**config.mk**
```make
export PLATFORM = sky130hd
export DESIGN_NAME = game_tick_scheduler
export DESIGN_NICKNAME = d
export VERILOG_FILES = /design/src/rtl/game_tick_scheduler.sv
export SDC_FILE = /design/constraint.sdc
export NUM_CORES = 1
export LEC_CHECK = 0
export BUFFER_PORTS_ARGS = -buffer_cell sky130_fd_sc_hd__buf_4
export CORE_ASPECT_RATIO = 1.5
export CORE_MARGIN = 4
export CORE_UTILIZATION = 35
export CTS_CLUSTER_DIAMETER = 60
export DETAILED_ROUTE_END_ITERATION = 16
export PLACE_DENSITY = 0.52
export SLEW_MARGIN = 20
export SYNTH_ARGS = -nofsm -noshare
export SYNTH_HDL_FRONTEND = slang
export SYNTH_SLANG_ARGS = --single-unit
export TNS_END_PERCENT = 1
```
**constraint.sdc**
```tcl
create_clock -name clk -period 3 [get_ports clk]
set_input_delay 0.6 -clock clk [delete_from_list [all_inputs] [get_ports clk]]
set_output_delay 0.6 -clock clk [all_outputs]
set_load 0.05 [all_outputs]
```
**src/rtl/game_tick_scheduler.sv**
```systemverilog
// game_tick_scheduler
//   Game-speed timebase. One shared divide counter produces a single-cycle
//   tick enable and a 50%-duty phase_out square wave at one of three speed
//   levels. Run/pause/stop sequencing, a valid/ready level-change port that
//   only switches speed on a period boundary while running, and an optional
//   automatic difficulty ramp.
//
//   Optional feature macro: GAME_TICK_STEP_EN
//     When defined, adds input `step`: a rising edge while paused emits one
//     tick (counted and ramped like a normal wrap) and restarts the period.
//
//   Timing: tick is registered from the wrap edge, so it is high during the
//   cycle after cnt reaches DIV-1; a consumer using it as a clock enable
//   sees the first tick on the DIV+1-th edge after the start edge.
module game_tick_scheduler #(
  parameter int unsigned DIV_SLOW   = 10000000,
  parameter int unsigned DIV_MED    = 2500000,
  parameter int unsigned DIV_FAST   = 1000000,
  parameter int unsigned CNT_W      = 30,
  parameter int unsigned RAMP_TICKS = 64,
  parameter int unsigned RAMP_W     = 8
) (
  input  logic        clk,
  input  logic        rst_n,
  input  logic        start,
  input  logic        pause,
  input  logic        stop,
  input  logic        ramp_en,
  input  logic        lvl_req_valid,
  input  logic [1:0]  lvl_req,
`ifdef GAME_TICK_STEP_EN
  input  logic        step,
`endif
  output logic        lvl_req_ready,
  output logic        tick,
  output logic        phase_out,
  output logic [1:0]  level,
  output logic        running,
  output logic [15:0] tick_count
);

  typedef enum logic [1:0] {
    S_IDLE  = 2'd0,
    S_RUN   = 2'd1,
    S_PAUSE = 2'd2
  } state_t;

  localparam logic [CNT_W-1:0]  L_DIV_SLOW  = CNT_W'(DIV_SLOW);
  localparam logic [CNT_W-1:0]  L_DIV_MED   = CNT_W'(DIV_MED);
  localparam logic [CNT_W-1:0]  L_DIV_FAST  = CNT_W'(DIV_FAST);
  localparam logic [RAMP_W-1:0] L_RAMP_LAST = RAMP_W'(RAMP_TICKS - 1);

  state_t            r_state;
  logic [CNT_W-1:0]  r_cnt;
  logic [1:0]        r_level;
  logic              r_pending;
  logic [1:0]        r_pend_lvl;
  logic [RAMP_W-1:0] r_ramp_cnt;
  logic              r_tick;
  logic              r_phase;
  logic              r_running;
  logic              r_ready;
  logic [15:0]       r_tick_count;

  logic [CNT_W-1:0]  w_div;
  logic [CNT_W-1:0]  w_div_last;
  logic              w_phase_hi;
  logic              w_wrap;
  logic              w_step_evt;
  logic              w_event;
  logic              w_apply;
  logic              w_xfer;
  logic [1:0]        w_req_lvl;
  logic              w_ramp_last;

`ifdef GAME_TICK_STEP_EN
  logic              r_step_d;
`endif

  // Period selection and the per-cycle events derived from the current state.
  always_comb begin
    w_div = L_DIV_FAST;
    case (r_level)
      2'd0:    w_div = L_DIV_SLOW;
      2'd1:    w_div = L_DIV_MED;
      default: w_div = L_DIV_FAST;
    endcase
    w_div_last  = w_div - CNT_W'(1);
    w_phase_hi  = (r_cnt < (w_div >> 1));
    // A stop in the wrap cycle wins: the period is abandoned without a tick.
    w_wrap      = (r_state == S_RUN) && !stop && (r_cnt == w_div_last);
`ifdef GAME_TICK_STEP_EN
    w_step_evt  = (r_state == S_PAUSE) && !stop && step && !r_step_d;
`else
    w_step_evt  = 1'b0;
`endif
    w_event     = w_wrap || w_step_evt;
    // Outside RUN a pending level lands at once; in RUN only on a period boundary.
    w_apply     = r_pending && ((r_state != S_RUN) || w_event);
    w_xfer      = lvl_req_valid && r_ready;
    w_req_lvl   = (lvl_req == 2'd3) ? 2'd2 : lvl_req;
    w_ramp_last = (r_ramp_cnt == L_RAMP_LAST);
  end

  // Run/pause/stop FSM, divide counter, level handshake and ramp.
  always_ff @(posedge clk or negedge rst_n) begin
    if (!rst_n) begin
      r_state      <= S_IDLE;
      r_cnt        <= '0;
      r_level      <= 2'd0;
      r_pending    <= 1'b0;
      r_pend_lvl   <= 2'd0;
      r_ramp_cnt   <= '0;
      r_tick       <= 1'b0;
      r_phase      <= 1'b0;
      r_running    <= 1'b0;
      r_ready      <= 1'b1;
      r_tick_count <= 16'd0;
`ifdef GAME_TICK_STEP_EN
      r_step_d     <= 1'b0;
`endif
    end else begin
`ifdef GAME_TICK_STEP_EN
      r_step_d <= step;
`endif
      r_tick <= w_event;
      if (w_event) begin
        r_tick_count <= r_tick_count + 16'd1;
      end

      case (r_state)
        S_IDLE: begin
          r_cnt   <= '0;
          r_phase <= 1'b0;
          if (!stop && !pause && start) begin
            r_state      <= S_RUN;
            r_running    <= 1'b1;
            r_tick_count <= 16'd0;
          end
        end
        S_RUN: begin
          if (stop) begin
            r_state   <= S_IDLE;
            r_running <= 1'b0;
            r_cnt     <= '0;
            r_phase   <= 1'b0;
          end else begin
            r_phase <= w_phase_hi;
            r_cnt   <= w_wrap ? '0 : (r_cnt + CNT_W'(1));
            if (pause) begin
              r_state   <= S_PAUSE;
              r_running <= 1'b0;
            end
          end
        end
        S_PAUSE: begin
          if (stop) begin
            r_state   <= S_IDLE;
            r_running <= 1'b0;
            r_cnt     <= '0;
            r_phase   <= 1'b0;
          end else begin
            // A level change or a single step restarts the frozen period.
            if (w_apply || w_step_evt) begin
              r_cnt <= '0;
            end
            if (start && !pause) begin
              r_state   <= S_RUN;
              r_running <= 1'b1;
            end
          end
        end
        default: begin
          r_state   <= S_IDLE;
          r_running <= 1'b0;
          r_cnt     <= '0;
          r_phase   <= 1'b0;
        end
      endcase

      // A manual change always beats a ramp step landing on the same boundary.
      if (w_apply) begin
        r_level    <= r_pend_lvl;
        r_pending  <= 1'b0;
        r_ready    <= 1'b1;
        r_ramp_cnt <= '0;
      end else if (w_event && ramp_en) begin
        if (w_ramp_last) begin
          r_ramp_cnt <= '0;
          if (r_level < 2'd2) begin
            r_level <= r_level + 2'd1;
          end
        end else begin
          r_ramp_cnt <= r_ramp_cnt + RAMP_W'(1);
        end
      end

      // Only accepted while nothing is pending, so never collides with w_apply.
      if (w_xfer) begin
        r_pend_lvl <= w_req_lvl;
        r_pending  <= 1'b1;
        r_ready    <= 1'b0;
      end
    end
  end

  assign tick          = r_tick;
  assign phase_out     = r_phase;
  assign level         = r_level;
  assign running       = r_running;
  assign lvl_req_ready = r_ready;
  assign tick_count    = r_tick_count;

endmodule
```
==> flow_metrics.env <==
export IMPL_grt_use_total=0.164
export IMPL_power_w=0.00265
export IMPL_pre_cts_ws_ns=0.0881
export IMPL_clock_sinks=65
export IMPL_seq_area_frac_synth=0.411
export IMPL_initial_utilization=0.358
export IMPL_finalHoldWorstSlack_ns=0.369
export IMPL_synth_top_area_share=0.405
export IMPL_cts_tree="built"
export IMPL_end_kind="flop"
export IMPL_worstPathMaxFanout=19
export IMPL_fin_util=0.434
export IMPL_syn2layout_area_growth_pct=21.3
export IMPL_syn_inst=433
export IMPL_htree_levels=3
export IMPL_die_h_um=138
export IMPL_antenna_cells=0
export IMPL_pin_count=31
export IMPL_finalNetCount=511
export IMPL_slew_violations=0
export IMPL_dieArea_um2=13100
export IMPL_yosys_area_top_type="dfrtp_1"
export IMPL_grt_pass1_wl_um=17000
export IMPL_max_cap_viol_count=0
export IMPL_place_hpwl_um=7340
export IMPL_netlist_area_um2=3960
export IMPL_ys_top_cells_by_area="dfrtp_1, ha_1, nand2_1, mux2i_1, nor2_1"
export IMPL_die_w_um=94.8
export IMPL_p_per_area_nw_per_um2=552
export IMPL_drive_above_1_share=0.183
export IMPL_core_region_area_um2=11100
export IMPL_arrival_ns=3.01
export IMPL_core_rowCount=47
export IMPL_antenna_found_initial=0
export IMPL_avgSynthCellArea_um2=9.14
export IMPL_layout_commonest_cell="dfrtp_1"
export IMPL_grt_start_max_net_pins=66
export IMPL_cts_clk_slew_worst_paths_ns=0.06
export IMPL_worstSetupStartpointType="flop"
export IMPL_synth_seq_cells=65
export IMPL_p_leak_nw=2.11
export IMPL_fin_ws_ns=0.249
export IMPL_drc_errors=0
export IMPL_synth_distinct_cells=57
export IMPL_synth_nets=463
export IMPL_firstDrtPassIters=6
export IMPL_root_buffer="clkbuf_16"
export IMPL_holdCritPathClass="in2async"
export IMPL_clockBufferDepth=2
export IMPL_wl_um=10100
export IMPL_fmax_mhz=364
export IMPL_final_hold_viol_count=0
export IMPL_period_share=0.917
export IMPL_routedWlPerCell_um=15.9
export IMPL_drtIter0Drc=114
export IMPL_period_needed_ns=2.75
export IMPL_final_antenna_net_count=0
export IMPL_max_slew_margin=0.430
export IMPL_finClkSkew_ns=0.00663
export IMPL_outcome="finished, final reports clean"
export IMPL_setup_violations=0
export IMPL_ys_warnings_count=0
export IMPL_gp_congestion=0.820
export IMPL_clk_insertion_delay_late_ns=0.33
export IMPL_numCtsBuffers=9
export IMPL_worstMarginPinSlew_ns=0.855
export IMPL_crit_required_ns=3.26
export IMPL_synth_edf_count=0
export IMPL_ir_drop_uv=254
export IMPL_final_cell_mix="dfrtp_1, nand2_1, buf_4, nor2_1, nand3_1"
export IMPL_viasPerCell=5.31
export IMPL_crit_type="reg2reg"
export IMPL_io_buffers=30
export IMPL_layout_area_seq_um2=1630
export IMPL_multi_input_area_um2=2260
export IMPL_num_fill_cells=1106
export IMPL_grt_pass1_vias=3409
export IMPL_synthArstFlopShare=1.00
export IMPL_overflow=0
export IMPL_dominantRegCellSynth="dfrtp_1"
export IMPL_vias=3364
[timing repair]
| item | in CTS | in global routing |
|---|---|---|
| resized for setup | 0 | 2 |
| setup buffers | 0 | 1 |
| hold endpoints to repair | 0 | 0 |
| endpoints found under the setup margin | 0 | 38 |
| hold buffers | 0 | 0 |
[critical path, cell delays in order (launching register included)]
cell and delay [ns]:
dfrtp_2 0.40, inv_2 0.05, ha_1 0.20, inv_1 0.10, ha_1 0.30, and4bb_2 0.24
nand3_1 0.12, nor4b_4 0.25, buf_4 0.17, nand3_4 0.19, nor4_1 0.43, mux2i_1 0.22
[through the flow]
step | area (um2) | std cells | setup TNS, ns
CTS | 4780 | 632 | 0
floorplan | 3960 | 433 | 0
global route | 4800 | 633 | -0.00448
finish | 4800 | 633 | 0
detailed placement | 4460 | 616 | 0
global placement | 4460 | 616 | 0
[flip-flops by register name, indices dropped and copies added (netlist names), 2 cells and up]
signal,count
level,2
r_cnt,30
r_pend_lvl,2
r_ramp_cnt,8
r_state,2
tick_count,16
[cell families after synthesis]
| family | share of synthesized area |
|---|---|
| and+or+nand+nor | 0.298 |
| DFF | 0.411 |
| AOI/OAI and AO/OA | 0.102 |
| xor gates and xnor gates | 0.0531 |
| buffers and inverters | 0.0231 |
| adders and majority gates | 0.0664 |
| muxes | 0.0465 |
[synth_stat cells, drive strengths merged (2+ instances only)]
master,instances
nor3b,3
and4bb,2
or4,7
nor2,40
a21o,4
and3,11
nor4b,4
a211oi,2
a31oi,6
xnor2,14
a22o,3
or3,3
o22ai,2
inv,11
nor2b,3
and4,3
mux2,3
nand3,24
nand2,54
o31ai,2
ha,21
and4b,2
clkbuf,8
mux2i,15
o21a,3
dfrtp,64
o211ai,6
nor3,16
xor2,10
nor4,5
buf,4
nand3b,3
nand4,14
a21oi,17
nand2b,17
or2,3
o21ai,16
[worst paths after layout]
path                       slack [ns]           from  cells past startpoint        endpoint
setup / recovery                 0.25       level[1]                     11  tick_count[15]
hold / removal                   0.37          rst_n                      1  tick_count[13]
setup reg to reg                 0.25       level[1]                     11  tick_count[15]
hold reg to reg                  0.49  r_pend_lvl[0]                      2   r_pend_lvl[0]
max in group asynchronous        2.01          rst_n                      1        level[1]
min in group clk                 0.42  lvl_req_valid                      2   lvl_req_ready
[report_power, final]
group	switching, W	total [W]	internal (W)
Clock	0.000389	0.00110	0.000709
Combinational	0.000372	0.000600	0.000228
Sequential	0.0000333	0.000951	0.000918
[area by class of cell]
cell class / instances / share of cell area
inverters: 11 / 0.00860
repair buffers: 49 / 0.0766
flip-flops and latches: 65 / 0.340
clock buffers: 12 / 0.0555
clock inverters: 4 / 0.0104
multi-input cells: 345 / 0.471
well taps: 147 / 0.0383
[routing by layer]
layer,vias to the layer above,GRT usage,part of all wire
li1,1657,-,-
met1,1627,0.196,0.42
met2,66,0.280,0.53
met3,14,0.0326,0.035
met4,0,0.0715,0.022
met5,-,0,0
Note: power is estimated with default switching activity, not from simulation.
